===== src/rtl/matrix_mul_pkg.sv =====
// Shared constants and state encoding for the fixed-point matrix multiplier.
package matrix_mul_pkg;

  localparam int WORD_SIZE = 8;
  localparam int ADDRS_LEN = 6;
  localparam int N         = 4;
  localparam int FMT_ADDR  = 2 * N * N;
  localparam int ACC_W     = 2 * WORD_SIZE + $clog2(N);

  typedef enum logic [1:0] {
    IDLE,
    COMPUTE,
    DONE
  } state_t;

endpackage


===== src/rtl/fx_mac.sv =====
// Signed multiply-accumulate with clear, plus arithmetic rescale and saturation
// of the running sum onto the element width.
module fx_mac #(
  parameter int WORD_SIZE = matrix_mul_pkg::WORD_SIZE,
  parameter int ACC_W     = matrix_mul_pkg::ACC_W
) (
  input  logic                        clk,
  input  logic                        rst_n,
  input  logic                        en,
  input  logic                        clr,
  input  logic signed [WORD_SIZE-1:0] a,
  input  logic signed [WORD_SIZE-1:0] b,
  input  logic        [3:0]           qf,
  output logic signed [WORD_SIZE-1:0] result
);

  localparam logic signed [ACC_W-1:0] SAT_MAX = ACC_W'((1 << (WORD_SIZE - 1)) - 1);
  localparam logic signed [ACC_W-1:0] SAT_MIN = ~SAT_MAX;

  logic signed [2*WORD_SIZE-1:0] prod;
  logic signed [ACC_W-1:0]       acc_q, acc_d;
  logic signed [ACC_W-1:0]       base, sum, scaled;

  // result reflects the sum including this cycle's product, so the element is
  // ready on the same edge as its final MAC.
  always_comb begin
    prod   = a * b;
    base   = clr ? '0 : acc_q;
    sum    = base + {{(ACC_W - 2 * WORD_SIZE){prod[2*WORD_SIZE-1]}}, prod};
    acc_d  = en ? sum : acc_q;
    scaled = sum >>> qf;
    if (scaled > SAT_MAX) begin
      result = SAT_MAX[WORD_SIZE-1:0];
    end else if (scaled < SAT_MIN) begin
      result = SAT_MIN[WORD_SIZE-1:0];
    end else begin
      result = scaled[WORD_SIZE-1:0];
    end
  end

  always_ff @(posedge clk or negedge rst_n) begin
    if (!rst_n) begin
      acc_q <= '0;
    end else begin
      acc_q <= acc_d;
    end
  end

endmodule


===== src/rtl/matrix_mul.sv =====
// Square fixed-point matrix multiplier: host-loaded register file, one MAC per
// cycle, streams (A*B) transposed in row-major order.
module matrix_mul #(
  parameter int WORD_SIZE = matrix_mul_pkg::WORD_SIZE,
  parameter int ADDRS_LEN = matrix_mul_pkg::ADDRS_LEN,
  parameter int N         = matrix_mul_pkg::N
) (
  input  logic                        src_clk,
  input  logic                        rst_n,
  input  logic                        we,
  input  logic        [WORD_SIZE-1:0] data_wr,
  input  logic        [ADDRS_LEN-1:0] addr,
  output logic signed [WORD_SIZE-1:0] AB_Transpose,
  output logic                        out_valid,
  output logic                        done,
  output logic        [3:0]           QI,
  output logic        [3:0]           QF
);

  import matrix_mul_pkg::*;

  localparam int NN      = N * N;
  localparam int FMT_SEL = 2 * NN;
  localparam int MAC_W   = 2 * WORD_SIZE + $clog2(N);
  localparam int IDX_W   = (N > 1) ? $clog2(N) : 1;
  localparam int EL_W    = (NN > 1) ? $clog2(NN) : 1;

  localparam logic [IDX_W-1:0] IDX_LAST = IDX_W'(N - 1);

  state_t                      state_q, state_d;
  logic signed [WORD_SIZE-1:0] a_q [NN];
  logic signed [WORD_SIZE-1:0] a_d [NN];
  logic signed [WORD_SIZE-1:0] b_q [NN];
  logic signed [WORD_SIZE-1:0] b_d [NN];
  logic        [IDX_W-1:0]     i_q, i_d, j_q, j_d, m_q, m_d;
  logic signed [WORD_SIZE-1:0] out_q, out_d;
  logic                        valid_q, valid_d;
  logic                        done_q, done_d;
  logic        [3:0]           qi_q, qi_d, qf_q, qf_d;

  logic                        mac_en, mac_clr;
  logic signed [WORD_SIZE-1:0] mac_a, mac_b, mac_res;
  int                          addr_i;

  function automatic logic [EL_W-1:0] el(input logic [IDX_W-1:0] r, input logic [IDX_W-1:0] c);
    return EL_W'(int'(r) * N + int'(c));
  endfunction

  always_comb begin
    mac_en  = (state_q == COMPUTE);
    mac_clr = (m_q == '0);
    mac_a   = a_q[el(i_q, m_q)];
    mac_b   = b_q[el(m_q, j_q)];
  end

  fx_mac #(
    .WORD_SIZE(WORD_SIZE),
    .ACC_W    (MAC_W)
  ) u_mac (
    .clk   (src_clk),
    .rst_n (rst_n),
    .en    (mac_en),
    .clr   (mac_clr),
    .a     (mac_a),
    .b     (mac_b),
    .qf    (qf_q),
    .result(mac_res)
  );

  always_comb begin
    state_d = state_q;
    a_d     = a_q;
    b_d     = b_q;
    i_d     = i_q;
    j_d     = j_q;
    m_d     = m_q;
    out_d   = out_q;
    valid_d = 1'b0;
    done_d  = done_q;
    qi_d    = qi_q;
    qf_d    = qf_q;
    addr_i  = int'(addr);

    if (we && (state_q != COMPUTE)) begin
      if (addr_i < NN) begin
        a_d[EL_W'(addr_i)] = data_wr;
      end else if (addr_i < FMT_SEL) begin
        b_d[EL_W'(addr_i - NN)] = data_wr;
      end else if (addr_i == FMT_SEL) begin
        qi_d    = data_wr[7:4];
        qf_d    = data_wr[3:0];
        done_d  = 1'b0;
        i_d     = '0;
        j_d     = '0;
        m_d     = '0;
        state_d = COMPUTE;
      end
    end

    // i is the inner output index so elements emerge column by column.
    if (state_q == COMPUTE) begin
      m_d = m_q + 1'b1;
      if (m_q == IDX_LAST) begin
        m_d     = '0;
        out_d   = mac_res;
        valid_d = 1'b1;
        if (i_q == IDX_LAST) begin
          i_d = '0;
          if (j_q == IDX_LAST) begin
            j_d     = '0;
            done_d  = 1'b1;
            state_d = DONE;
          end else begin
            j_d = j_q + 1'b1;
          end
        end else begin
          i_d = i_q + 1'b1;
        end
      end
    end
  end

  always_ff @(posedge src_clk or negedge rst_n) begin
    if (!rst_n) begin
      state_q <= IDLE;
      a_q     <= '{default: '0};
      b_q     <= '{default: '0};
      i_q     <= '0;
      j_q     <= '0;
      m_q     <= '0;
      out_q   <= '0;
      valid_q <= 1'b0;
      done_q  <= 1'b0;
      qi_q    <= '0;
      qf_q    <= '0;
    end else begin
      state_q <= state_d;
      a_q     <= a_d;
      b_q     <= b_d;
      i_q     <= i_d;
      j_q     <= j_d;
      m_q     <= m_d;
      out_q   <= out_d;
      valid_q <= valid_d;
      done_q  <= done_d;
      qi_q    <= qi_d;
      qf_q    <= qf_d;
    end
  end

  assign AB_Transpose = out_q;
  assign out_valid    = valid_q;
  assign done         = done_q;
  assign QI           = qi_q;
  assign QF           = qf_q;

endmodule


===== config.mk =====
export PLATFORM = sky130hd
export DESIGN_NAME = matrix_mul
export DESIGN_NICKNAME = d
export VERILOG_FILES = /design/src/rtl/matrix_mul_pkg.sv /design/src/rtl/fx_mac.sv /design/src/rtl/matrix_mul.sv
export SDC_FILE = /design/constraint.sdc
export NUM_CORES = 1
export LEC_CHECK = 0
export BUFFER_PORTS_ARGS = -buffer_cell sky130_fd_sc_hd__buf_2
export CAP_MARGIN = 20
export CORE_ASPECT_RATIO = 1.75
export CORE_MARGIN = 3
export CORE_UTILIZATION = 64
export CTS_CLUSTER_DIAMETER = 40
export CTS_CLUSTER_SIZE = 28
export DETAILED_ROUTE_END_ITERATION = 12
export GPL_TIMING_DRIVEN = 0
export PLACE_DENSITY_LB_ADDON = 0.12
export SYNTH_ARGS = -nofsm -noshare
export SYNTH_HDL_FRONTEND = slang
export SYNTH_SLANG_ARGS = --single-unit

===== constraint.sdc =====
create_clock -name src_clk -period 12.3 [get_ports src_clk]
set_input_delay 0.615 -clock src_clk [delete_from_list [all_inputs] [get_ports src_clk]]
set_output_delay 0.615 -clock src_clk [all_outputs]
set_load 0.03 [all_outputs]

==> results.rst <==
.. list-table::
   :header-rows: 1

   * - Metric
     - Value
   * - Result of the run
     - finished clean
   * - Comb power frac
     - 48.2%
   * - Initial DRT Pass Iterations
     - 5
   * - Area of combinational cells with multiple inputs
     - ~8000 µm²
   * - Cell area after layout
     - roughly 18000 µm²
   * - Final hold vios
     - 0
   * - PD cells
     - ~210 nW/µm²
   * - Net switching power
     - 1650 µW
   * - Fillers
     - about 1.8k
   * - Leakage power summed over all cells
     - 0.00855 µW
   * - Post-CTS setup repair buffer count
     - 0
   * - HPWL after detailed placement
     - about 30000 µm
   * - Final Cycle Share
     - between 80% and 90%
   * - Final WL
     - 38100 µm
   * - Chip width
     - between 100 and 150 µm
   * - Final WS setup
     - between 1000 and 1500 ps
   * - Data arrival, critical path
     - between 10000 and 15000 ps
   * - DIE HEIGHT
     - between 200 and 250 µm
   * - Count of distinct cell types in the synthesized netlist
     - a little over 80
   * - Count of warnings emitted by yosys
     - 0
   * - Sum Neg Setup Slack
     - 0 ps
   * - Required time at the worst-slack endpoint
     - about 13000 ps
   * - Register area
     - 7510 µm²
   * - Clock tree from TritonCTS
     - done
   * - Most frequent standard cell in the layout excluding fill and tap cells
     - sky130_fd_sc_hd__dfrtp_1
   * - Setup-failing EPs final
     - 0
   * - Async SR Flop Fraction
     - 100%
   * - Max_cap viols
     - 0
   * - Most used flip-flop cell after synthesis
     - sky130_fd_sc_hd__dfrtp_1
   * - Setup CP Type
     - flip-flop to flip-flop
   * - Most used cells in the layout excluding fill and tap cells
     - sky130_fd_sc_hd__dfrtp_1 (300), sky130_fd_sc_hd__clkbuf_1 (174), sky130_fd_sc_hd__mux2_2 (140), sky130_fd_sc_hd__inv_1 (101), sky130_fd_sc_hd__mux4_2 (81)
   * - Netlist Area Pre-Place
     - ~17000 µm²
   * - Critical path startpoint category
     - flip-flop
   * - Clock Power Share
     - 22.1%
   * - Number of nets in the synthesized netlist
     - ~1.5k
   * - Post-synthesis area per instance
     - 12.0 µm²
   * - Signed area change from the synthesized netlist to the final layout
     - 9.45%
   * - Upper clock frequency limit
     - about 0.092 GHz
   * - Hold/Removal Path Class
     - primary input to asynchronous set/reset pin
   * - Largest net degree at the start of global routing
     - between 100 and 150
   * - Residual overflow from global routing
     - 0
   * - Setup repair after global routing missed its margin
     - false
   * - Slew HR
     - about a quarter
   * - Most Frequent Cell on Critical Path
     - sky130_fd_sc_hd__a21oi_1
   * - Total power
     - about 3900 µW
   * - Global-route wire length before repair
     - ~62000 µm
   * - Post-CTS sizing
     - 0
   * - Num Clock Sinks
     - 300
   * - Via count of the first global-routing pass
     - about 12k
   * - Antenna Cells
     - 0
   * - Post-synthesis instance total
     - 1389
   * - Number of nets in the layout
     - ~1.6k
   * - EDFF count, synth
     - 0
   * - Ratio of cells with drive above 1 in the final layout
     - 22.8%
   * - Count of buffers from port buffering
     - 32
   * - Master cell of the clock root buffer
     - sky130_fd_sc_hd__clkbuf_16
   * - Final RePlAce weighted congestion
     - around 0.89
   * - Deepest level of the CTS H-tree
     - 1
   * - DRC viols
     - 0
   * - Number of design-rule violations left by the first detailed-router iteration
     - approximately 690
   * - Worst IR drop on VDD
     - ~0.18 mV
   * - Die area
     - 28000 µm²
   * - Number of antenna violations at the first check in global routing
     - 0
   * - Number of synthesized register bits
     - 300
   * - Master of the slowest instance on the critical path
     - sky130_fd_sc_hd__o21ai_1
   * - Starting utilization of the core area
     - between 60% and 70%
   * - Count of nets left with antenna violations after detail routing
     - 0
   * - Slew at the pin closest to its max-slew limit
     - ~1100 ps
   * - Maximum count of clock buffers along a single path
     - 3
   * - Rows
     - 77
   * - Highest net fanout along the worst path
     - 10
   * - Pre-CTS setup slack
     - 1320 ps
   * - Clock edge transition at the registers on the reported setup and hold paths
     - 80 ps
   * - Worst clock skew on the final layout
     - about 42 ps
   * - Core area
     - about 25000 µm²
   * - Biggest area consumer among synthesized cells
     - sky130_fd_sc_hd__dfrtp_1
   * - Minimum period implied by the final worst setup slack
     - around 11000 ps
   * - Cell area after placement
     - ~17000 µm²
   * - Number of I/O pins
     - 35
   * - Yosys top cell area share
     - 45.1%
   * - Via-per-instance ratio
     - roughly 6.0
   * - Crit path largest cell delay
     - a little over 900 ps
   * - Switching power as a share of total power
     - between 40% and 50%
   * - Sequential cell fraction of total power
     - approximately 30%
   * - Dominant cells by area after synthesis
     - sky130_fd_sc_hd__dfrtp_1 (45%), sky130_fd_sc_hd__mux4_2 (11%), sky130_fd_sc_hd__mux2_2 (9.5%)
   * - DR WL/cell
     - between 20 and 25 µm
   * - Number of CTS-inserted buffers
     - 27
   * - Overall track demand over capacity in global routing
     - about 29%
   * - Share of synthesized area occupied by flip-flops and latches
     - between 40% and 50%
   * - Final number of max-transition violations
     - 0
   * - Power Internal
     - about 2300 µW
   * - Clock latency reported for the late side of the worst-skew pair
     - between 500 and 600 ps
   * - Cts-stage hold buffer count
     - 0
   * - Count of vias placed by the detailed router
     - approximately 11k
   * - Kind of capture point of the worst setup path
     - flip-flop
[worst paths after layout]
check / start / end / slack [ps] / depth (start not counted)
max: m_q[0] / AB_Transpose[2] / 1440 / 36
min: rst_n / a_q[44] / 30 / 1
max reg2reg: m_q[0] / AB_Transpose[2] / 1440 / 36
min reg2reg: a_q[52] / a_q[52] / 450 / 1
max in group asynchronous: rst_n / AB_Transpose[2] / 10860 / 3
min in group src_clk: data_wr[7] / b_q[95] / 420 / 2
[registers in the layout (all words and copies together), names as in the netlist]
signal,count
state_q,2
out_valid,1
AB_Transpose,8
m_q,2
QF,4
done,1
u_mac.acc_q,18
a_q,128
i_q,2
b_q,128
j_q,2
QI,4
[final cells by class]
class	instances	area share [%]
plain buffers	189	3.93
clock buffers	29	3.81
clock inverters	20	1.36
inverters	102	2.10
multi-input cells	798	44.2
flip-flops and latches	300	41.2
well taps	316	2.17
repair buffers	34	1.24
[cell usage after synthesis, drive strengths merged, types with 3 or more instances]
cell,number
and3,5
mux2,140
a211o,5
a2111oi,3
o31ai,4
xor2,9
nand2b,3
o21ai,45
or3,3
buf,15
mux4,81
a21o,9
inv,101
mux2i,7
nand2,80
fa,56
nor2b,23
nand4,3
a211oi,12
dfrtp,300
nor4,3
and2,48
o22ai,10
o31a,3
o21a,6
clkbuf,174
o21bai,5
nor2,54
o2111ai,3
a31oi,4
xnor2,22
a21oi,42
ha,49
nand3,11
o211ai,4
nor3,4
a22o,3
or2,4
[per-stage QoR]
stage	util (%)	hold WS, ps	instances
global route	71.6	50.6	1788
CTS	71.6	37.9	1788
detailed placement	67.9	442	1739
floorplan	-	319	1389
global placement	67.6	434	1737
finish	71.6	25.5	1788
[worst max-delay path, delay by kind of cell (launching register included)]
family,cells,cell delay [ps]
AO/OA/AOI/OAI,15,3480
XOR/XNOR,2,840
adder cells (fa/ha/maj),6,2620
flip-flops,1,360
AND/OR/NAND/NOR,3,640
multiplexers,1,70
buffers and inverters,9,2680
[power by group through the flow]
stage | combinational, µW | sequential (µW) | clock [µW]
after floorplan | 1340 | 1190 | 0
after global placement | 1850 | 1170 | 0
after detailed placement | 1880 | 1180 | 0
after CTS | 1890 | 1160 | 881
after global routing | 2050 | 1170 | 920
final | 1880 | 1160 | 864
[cells by family (layout without fill, tap and decap cells)]
group | count (synthesis) | in the layout | synth area share (%)
and+or+nand+nor | 256 | 256 | 7.73
AOI/OAI and AO/OA | 177 | 177 | 7.40
DFF | 300 | 300 | 45.1
muxes | 228 | 228 | 20.9
buffers and inverters | 291 | 374 | 6.60
xor gates and xnor gates | 31 | 31 | 1.77
adders and majority gates | 106 | 106 | 10.5
[per-layer routing]
metal	track usage (%)	vias to the layer above	wire, µm
met5	0	-	0
met4	14.1	0	2020
met3	2.63	102	957
met2	54.0	210	21300
met1	32.1	5532	13800
li1	-	4838	-
Note: power is estimated with default switching activity, not from simulation.
